--- src/rtl/quad_pkg.sv ---
// Shared quadrature-state encodings and the per-update transition classifier.
// States are {a,b}; the forward (CW) order is 11 -> 01 -> 00 -> 10 -> 11.
package quad_pkg;

  localparam logic [1:0] ST_11 = 2'b11;
  localparam logic [1:0] ST_01 = 2'b01;
  localparam logic [1:0] ST_00 = 2'b00;
  localparam logic [1:0] ST_10 = 2'b10;

  localparam logic signed [3:0] ACC_DETENT = 4'sd4;

  typedef enum logic [1:0] {
    D_NONE,
    D_UP,
    D_DOWN,
    D_ILL
  } delta_t;

  function automatic delta_t quad_delta(input logic [1:0] prev, input logic [1:0] cur);
    delta_t d;
    d = D_NONE;
    if (prev != cur) begin
      // Gray sequence: both bits flipping at once cannot be a single legal step
      if ((prev ^ cur) == 2'b11) begin
        d = D_ILL;
      end else begin
        case (prev)
          ST_11:   d = (cur == ST_01) ? D_UP : D_DOWN;
          ST_01:   d = (cur == ST_00) ? D_UP : D_DOWN;
          ST_00:   d = (cur == ST_10) ? D_UP : D_DOWN;
          default: d = (cur == ST_11) ? D_UP : D_DOWN;
        endcase
      end
    end
    return d;
  endfunction

endpackage

--- src/rtl/quad_counter_glitch_filter.sv ---
// One encoder channel: 2-flop synchronizer, then a FILTER_LEN-deep sample history on tick.
// The level only moves when the whole history agrees; mixed histories hold the last level.
module glitch_filter #(
  parameter int FILTER_LEN = 8
) (
  input  logic clk,
  input  logic reset,
  input  logic tick,
  input  logic raw,
  output logic level
);

  logic [1:0]            sync_q, sync_d;
  logic [FILTER_LEN-1:0] hist_q, hist_d;
  logic                  level_q, level_d;

  always_comb begin
    sync_d  = {sync_q[0], raw};
    hist_d  = hist_q;
    level_d = level_q;
    if (tick) begin
      hist_d = {hist_q[FILTER_LEN-2:0], sync_q[1]};
      if (&hist_d) begin
        level_d = 1'b1;
      end else if (~|hist_d) begin
        level_d = 1'b0;
      end
    end
  end

  always_ff @(posedge clk or posedge reset) begin
    if (reset) begin
      sync_q  <= 2'b11;
      hist_q  <= {FILTER_LEN{1'b1}};
      level_q <= 1'b1;
    end else begin
      sync_q  <= sync_d;
      hist_q  <= hist_d;
      level_q <= level_d;
    end
  end

  assign level = level_q;

endmodule

--- src/rtl/quad_counter.sv ---
// Debounced rotary-encoder decoder driving a bounded (wrapping or saturating) position count.
// value/step/dir update one clk after the debounced pair returns to the 11 detent.
module quad_counter
  import quad_pkg::*;
#(
  parameter int WIDTH      = 5,
  parameter int SAMPLE_DIV = 10,
  parameter int FILTER_LEN = 8,
  parameter int WRAP       = 1
) (
  input  logic             clk,
  input  logic             reset,
  input  logic             a,
  input  logic             b,
  input  logic             clear_err,
  output logic [WIDTH-1:0] value,
  output logic             step,
  output logic             dir,
  output logic             err
);

  localparam logic [WIDTH-1:0] VMAX = {WIDTH{1'b1}};

  logic [SAMPLE_DIV-1:0] presc_q, presc_d;
  logic                  tick;
  logic                  a_db, b_db;
  logic [1:0]            ab_cur;
  delta_t                delta;
  logic signed [3:0]     delta_v, acc_sum;

  logic [1:0]        quad_q, quad_d;
  logic signed [2:0] acc_q, acc_d;
  logic [WIDTH-1:0]  value_q, value_d;
  logic              step_q, step_d;
  logic              dir_q, dir_d;
  logic              err_q, err_d;
  logic              err_set;

  assign presc_d = presc_q + 1'b1;
  assign tick    = &presc_q;

  glitch_filter #(.FILTER_LEN(FILTER_LEN)) u_filt_a (
    .clk   (clk),
    .reset (reset),
    .tick  (tick),
    .raw   (a),
    .level (a_db)
  );

  glitch_filter #(.FILTER_LEN(FILTER_LEN)) u_filt_b (
    .clk   (clk),
    .reset (reset),
    .tick  (tick),
    .raw   (b),
    .level (b_db)
  );

  assign ab_cur  = {a_db, b_db};
  assign delta   = quad_delta(quad_q, ab_cur);
  assign delta_v = (delta == D_UP) ? 4'sd1 : (delta == D_DOWN) ? -4'sd1 : 4'sd0;
  assign acc_sum = $signed({acc_q[2], acc_q}) + delta_v;

  always_comb begin
    quad_d  = quad_q;
    acc_d   = acc_q;
    value_d = value_q;
    step_d  = 1'b0;
    dir_d   = dir_q;
    err_set = 1'b0;
    case (delta)
      D_ILL: begin
        err_set = 1'b1;
        acc_d   = 3'sd0;
        quad_d  = ab_cur;
      end
      D_UP, D_DOWN: begin
        quad_d = ab_cur;
        acc_d  = $signed(acc_sum[2:0]);
        if (ab_cur == ST_11) begin
          // Back at the detent: only a complete 4-transition turn counts
          acc_d = 3'sd0;
          if (acc_sum == ACC_DETENT) begin
            dir_d = 1'b1;
            if (WRAP != 0 || value_q != VMAX) begin
              value_d = value_q + 1'b1;
              step_d  = 1'b1;
            end
          end else if (acc_sum == -ACC_DETENT) begin
            dir_d = 1'b0;
            if (WRAP != 0 || value_q != '0) begin
              value_d = value_q - 1'b1;
              step_d  = 1'b1;
            end
          end
        end
      end
      default: ;
    endcase
    err_d = clear_err ? 1'b0 : (err_q | err_set);
  end

  always_ff @(posedge clk or posedge reset) begin
    if (reset) begin
      presc_q <= '0;
      quad_q  <= ST_11;
      acc_q   <= 3'sd0;
      value_q <= '0;
      step_q  <= 1'b0;
      dir_q   <= 1'b0;
      err_q   <= 1'b0;
    end else begin
      presc_q <= presc_d;
      quad_q  <= quad_d;
      acc_q   <= acc_d;
      value_q <= value_d;
      step_q  <= step_d;
      dir_q   <= dir_d;
      err_q   <= err_d;
    end
  end

  assign value = value_q;
  assign step  = step_q;
  assign dir   = dir_q;
  assign err   = err_q;

endmodule

--- config.mk ---
export PLATFORM = sky130hd
export DESIGN_NAME = quad_counter
export DESIGN_NICKNAME = d
export VERILOG_FILES = /design/src/rtl/quad_pkg.sv /design/src/rtl/quad_counter_glitch_filter.sv /design/src/rtl/quad_counter.sv
export SDC_FILE = /design/constraint.sdc
export NUM_CORES = 1
export LEC_CHECK = 0
export BUFFER_PORTS_ARGS = -buffer_cell sky130_fd_sc_hd__buf_2
export CAP_MARGIN = 20
export CORE_ASPECT_RATIO = 0.5
export CORE_MARGIN = 2
export CORE_UTILIZATION = 35
export DETAILED_ROUTE_END_ITERATION = 12
export PLACE_DENSITY_LB_ADDON = 0.05
export SLEW_MARGIN = 0
export SYNTH_ARGS = -nofsm -noshare
export SYNTH_HDL_FRONTEND = slang
export SYNTH_SLANG_ARGS = --single-unit
--- constraint.sdc ---
create_clock -name clk -period 6.3 [get_ports clk]
set_input_delay 1.26 -clock clk [delete_from_list [all_inputs] [get_ports clk]]
set_output_delay 1.26 -clock clk [all_outputs]
set_load 0.01 [all_outputs]
# After elaboration in Yosys (flattened, before gate mapping)
# Cells that the tools add are included.
word_totals:
  wordCells: 72
  input_bits: 5
  output_inout_bits: 8
  reg_bits: 43
classes:
  n_bitwise: 2
  eq_ne: 14
  addsub: 4
  mux: 25
  reduce_logical: 14
ops:
  columns: ["cell", "count"]
  rows:
  - ["11-bit AND reduction", 2]
  - ["8-bit AND reduction", 2]
  - ["8-bit OR reduction", 2]
  - ["2-bit equality test (second input constant)", 6]
  - ["1-bit 2-to-1 mux", 12]
  - ["2-bit 2-to-1 mux", 6]
  - ["10-bit by 1-bit adder with 10-bit output (second input constant)", 1]
  - ["5-bit 2-to-1 mux", 2]
  - ["10-bit AND reduction", 1]
  - ["4-bit 2-to-1 mux", 2]
  - ["2-bit by 1-bit equality test with 1-bit output (second input constant)", 3]
  - ["2-bit case mux with 3 select lines", 1]
  - ["3-bit case mux with 2 select lines", 1]
  - ["5-bit by 1-bit adder with 5-bit output (second input constant)", 1]
  - ["5-bit by 1-bit subtractor with 5-bit output (second input constant)", 1]
  - ["3-bit by 4-bit adder with 4-bit output", 1]
  - ["4-bit by 3-bit equality test with 1-bit output (second input constant)", 1]
  - ["4-bit equality test (second input constant)", 1]
  - ["2-bit logical NOT", 2]
  - ["2-bit by 1-bit inequality test with 1-bit output (second input constant)", 2]
  - ["2-bit nonzero test", 2]
  - ["3-bit 2-to-1 mux", 1]
  - ["3-bit AND reduction", 1]
  - ["3-bit OR reduction", 1]
  - ["4 further kinds", 4]

# Depth between registers and ports, before layout
logic_depth:
  depth_word: 14
  ltp_mapped: 17
  depth_no_buf: 16

# By module
# From an unflattened synthesis, not the netlist that was laid out.
hier_totals:
  hier_cells: 175
  hier_area_um2: 2074.5
modules_own_cells:
  columns: ["mod", "seq_area_each_um2", "n_inst", "area_each_um2", "cells_per_inst"]
  rows:
  - ["quad_counter", 578.1, 1, 1258.7, 117]
  - ["glitch_filter", 262.8, 2, 407.9, 29]

# Least setup slack after synthesis
# OpenSTA, ideal clock, no wires.
synth_path:
  path_type: "register to register"
  start: "register u_filt_a.level_q (netlist: u_filt_a.level)"
  end: "register value_q[4] (netlist: value[4])"
  n_path_buf: 1
  setup_time_ps: 125
  period_less_slack_ps: 3816
  slack_ps: 2484
  stages_incl_launch_ff: 18
  arrival_time_ps: 3690
  required_time_ps: 6175
  cell_sequence: "dfstp_2 -> buf_2 -> nor2_1 -> a21o_1 -> o21a_1 -> ha_1 -> ha_1 -> inv_1 -> fa_1 -> xor2_1 -> nor3b_2 -> nand2_1 -> fa_1 -> a21o_1 -> a21oi_1 -> xnor2_1 -> nor2_2 -> xor2_1"
synth_between:
  elab_chain_len: 12
  elab_cells_between_ends: 25
  cone_classes: "1 x add/sub; 9 x eq/ne; 10 x mux; 1 x bitwise; 4 x reduce/logical"
synth_rtl:
  columns: ["item", "line", "text"]
  rows:
  - ["start: declaration", "quad_counter_glitch_filter.sv:15", "logic level_q, level_d;"]
  - ["start signal: assignment", "quad_counter_glitch_filter.sv:39", "level_q <= level_d;"]
  - ["2-bit equality test, or another cell as far along", "quad_pkg.sv:31, quad_counter.sv:79", null]
  - ["2-bit 2-to-1 mux (on tied branches)", null, null]
  - ["2-bit case mux with 3 select lines", "quad_pkg.sv:27", "case (prev)"]
  - ["2-bit 2-to-1 mux", "quad_pkg.sv:24", "if ((prev ^ cur) == 2'b11) begin"]
  - ["2-bit 2-to-1 mux", "quad_pkg.sv:22", "if (prev != cur) begin"]
  - ["2-bit equality test", "quad_counter.sv:60, quad_counter.sv:70", null]
  - ["4-bit 2-to-1 mux (2 in a row)", "quad_counter.sv:60", "assign delta_v = (delta == D_UP) ? 4'sd1 : (delta == D_DOWN) ? -4'sd1 : 4'sd0;"]
  - ["3-bit by 4-bit adder with 4-bit output", "quad_counter.sv:61", "assign acc_sum = $signed({acc_q[2], acc_q}) + delta_v;"]
  - ["4-bit equality test / 4-bit by 3-bit equality test with 1-bit output (equally long branches)", "quad_counter.sv:82, quad_counter.sv:88", null]
  - ["2-bit nonzero test (no source line)", null, null]
  - ["3-bit AND reduction (no source line)", null, null]
  - ["end signal: assignment", "quad_counter.sv:115", "value_q <= value_d;"]
  - ["end: declaration", "quad_counter.sv:33", "logic [WIDTH-1:0] value_q, value_d;"]
# Parallel ways exist; a longest one is shown, timed or not.
# A chain may end at the register's enable or synchronous reset.

# Final worst setup path
# Ends and elaborated chain as after synthesis.

==> run summary <==
largest net degree at the start of global routing - 44
outcome - complete, no violations
H-tree depth - 2
Post-synth EDFFs - 0
Cells after Synth - 162
Die Y - 58.1 um
Antenna Violating Nets Remaining - 0
met2 wire length - 1340 um
gp weighted congestion - 0.705
syn_nets - 179
WP data required - 6.47 ns
initial antenna violation count - 0
register area share after synthesis - 0.539
Final nets - 195
post-CTS setup repair buffer count - 0
Period minus WS final - 4.02 ns
hpwl dp - 2260 um
Peak Freq - 0.249 GHz
TritonCTS clock tree - yes
syn_area_per_cell - 12.6 um^2
first-pass GRT wire length - 5780 um
commonest non-fill, non-tap cell in the layout - dfstp_2
Cell Pwr Density - 263 nW/um^2
total global-route track usage - 0.118
Via Count - 1178
synth warn - 0
final setup fails - 0
Initial DRC Count - 40
Final Non-Filler Cells - 252
Port Buffers - 12
worst-path fanout max - 10
Final period util - 0.637
Startpoint Class - flip-flop
Cell Area, Synth - 2050 um^2
I/O pin cnt - 13
CP Buf/Inv Count - 1
cell family with most CP delay - adder cells
Die X - 112 um
Max-slew headroom - 0.562
hold_buf cts - 0
crit path cell chain - nor2_1, a21o_1, o21a_1, ha_1, ha_1, inv_1, fa_1, xor2_1, nor3b_2, nand2_1, fa_1, a21o_1, a21oi_1, xnor2_1, nor2_2, xor2_1
Clock Latency Late Sink - 0.29 ns
Synth-to-Final Area Change - 15.8%
Main synth FF type - dfstp_2
vias in the first global route - 1156
overall routed net length - 3360 um
Max Cap Viol - 0
Via density - 4.67
async set-reset flop share out of synthesis - 1.00
register clock-pin slew on the reported worst setup and hold paths - 0.06 ns
diodes inserted - 0
routed metal-1 wire length - 1810 um
Final Hold Slack - 0.357 ns
Clock Tree Root - clkbuf_16
FF+latch count, synth - 43
Post-Place Cells - 244
Fin Clk Skew - 0.00273 ns
TritonCTS Buffers - 5
Tightest Hold Check Type - reg -> reg
PostCTS Resize Cnt - 0
1st-pass router iterations - 3
die area - 6520 um^2
peak supply drop - 0.000123 V
share of cells above drive strength 1 - 0.374
slowest CP cell - dfstp_2
Core ar. - 5560 um^2
Slew @ Worst Pin - 0.655 ns
Layout fillers - 528
Setup TNS - 0 ns
max incr delay on CP - 0.64 ns
Overall Power - 623 uW
Slew Limit Fails - 0
Worst Path Arrival - 4.19 ns
standard-cell rows - 19
kind of critical path - reg -> reg
clk buf depth - 2
gr ovfl total - 0
WL per Instance - 13.3 um
distinct cell type count after synthesis - 32
Final Hold Viols - 0
DRC viols - 0
Leak Pwr - 0.00111 uW
starting density of the core - 0.368
commonest non-fill, non-tap cells in the layout - 22 x dfstp_2, 21 x dfrtp_1, 16 x mux2_2, 13 x nand2_1, 12 x buf_2
kind of end point of the critical path - flip-flop
Routed met3 length - 136 um
uppermost layer routed - met4
RSZ-0062 raised after global routing - false
Clock Sinks - 43
==> where the power goes <==
group / switching, uW / internal [uW]
sequential: 0.654 / 279
combinational: 5.86 / 1.72
clock: 108 / 227
total: 115 / 508
==> area by class of cell <==
class,count,area [um^2],area share
sequential,43,1100,0.465
timing repair buffer,13,67.6,0.0285
multi-input combinational,106,886,0.374
clock inverter,2,60.1,0.0253
tap,73,91.3,0.0385
clock buffer,6,129,0.0544
inverter,9,33.8,0.0142
==> cell families (layout without fill, tap and decap cells) <==
kind of cell | Yosys count | after routing | share of synthesized area
AOI/OAI and AO/OA | 19 | 19 | 0.0599
xor gates and xnor gates | 14 | 14 | 0.0599
adders and majority gates | 12 | 12 | 0.0806
buffers and inverters | 13 | 30 | 0.0287
DFF | 43 | 43 | 0.539
muxes | 20 | 20 | 0.112
and+or+nand+nor | 41 | 41 | 0.120
==> per-layer routing <==
| metal | track usage | vias up |
|---|---|---|
| li1 | - | 601 |
| met1 | 0.161 | 558 |
| met2 | 0.164 | 12 |
| met3 | 0.0471 | 7 |
| met4 | 0.0575 | 0 |
| met5 | 0 | - |
==> through the flow <==
stage          area [um^2]  worst slack [ns]  utilization
2_1_floorplan         2050              2.48            -
3_3_place_gp          2180              2.39        0.392
3_5_place_dp          2180              2.29        0.392
4_1_cts               2370              2.26        0.426
5_1_grt               2370              2.04        0.426
6_report              2370              2.28        0.426
==> synthesized netlist by cell type (all sizes together), types with 2 or more instances <==
master | count | area [um^2]
xnor2 | 7 | 61.3
inv | 9 | 33.8
ha | 10 | 125
mux2 | 18 | 210
dfrtp | 21 | 526
a21oi | 2 | 10.0
mux2i | 2 | 20.0
nor2 | 8 | 32.5
o21a | 2 | 15.0
nand3 | 6 | 40.0
buf | 3 | 21.3
fa | 2 | 40.0
nand4 | 6 | 52.6
nand2 | 13 | 48.8
o31ai | 4 | 30.0
a21o | 3 | 22.5
xor2 | 7 | 61.3
dfstp | 22 | 578
nor4 | 4 | 25.0
o21ai | 6 | 30.0
==> sequential cells by signal, indices dropped and copies added, names as in the netlist, 2 cells and up <==
register         cells
u_filt_a.hist_q      7
presc_q             10
acc_q                3
u_filt_b.hist_q      7
u_filt_b.sync_q      2
u_filt_a.sync_q      2
quad_q               2
value                5
==> path summary, 6_finish.rpt <==
kind / startpoint / to / slack, ns / cells after the start
worst max-delay path: u_filt_a.level / value[4] / 2.28 / 16
worst min-delay path: u_filt_a.sync_q[0] / u_filt_a.sync_q[1] / 0.36 / 0
worst max register to register: u_filt_a.level / value[4] / 2.28 / 16
worst min register to register: u_filt_a.sync_q[0] / u_filt_a.sync_q[1] / 0.36 / 0
max in group asynchronous: reset / quad_q[0] / 4.82 / 3
min in group asynchronous: reset / step / 1.11 / 3
Note: power is estimated with default switching activity, not from simulation.
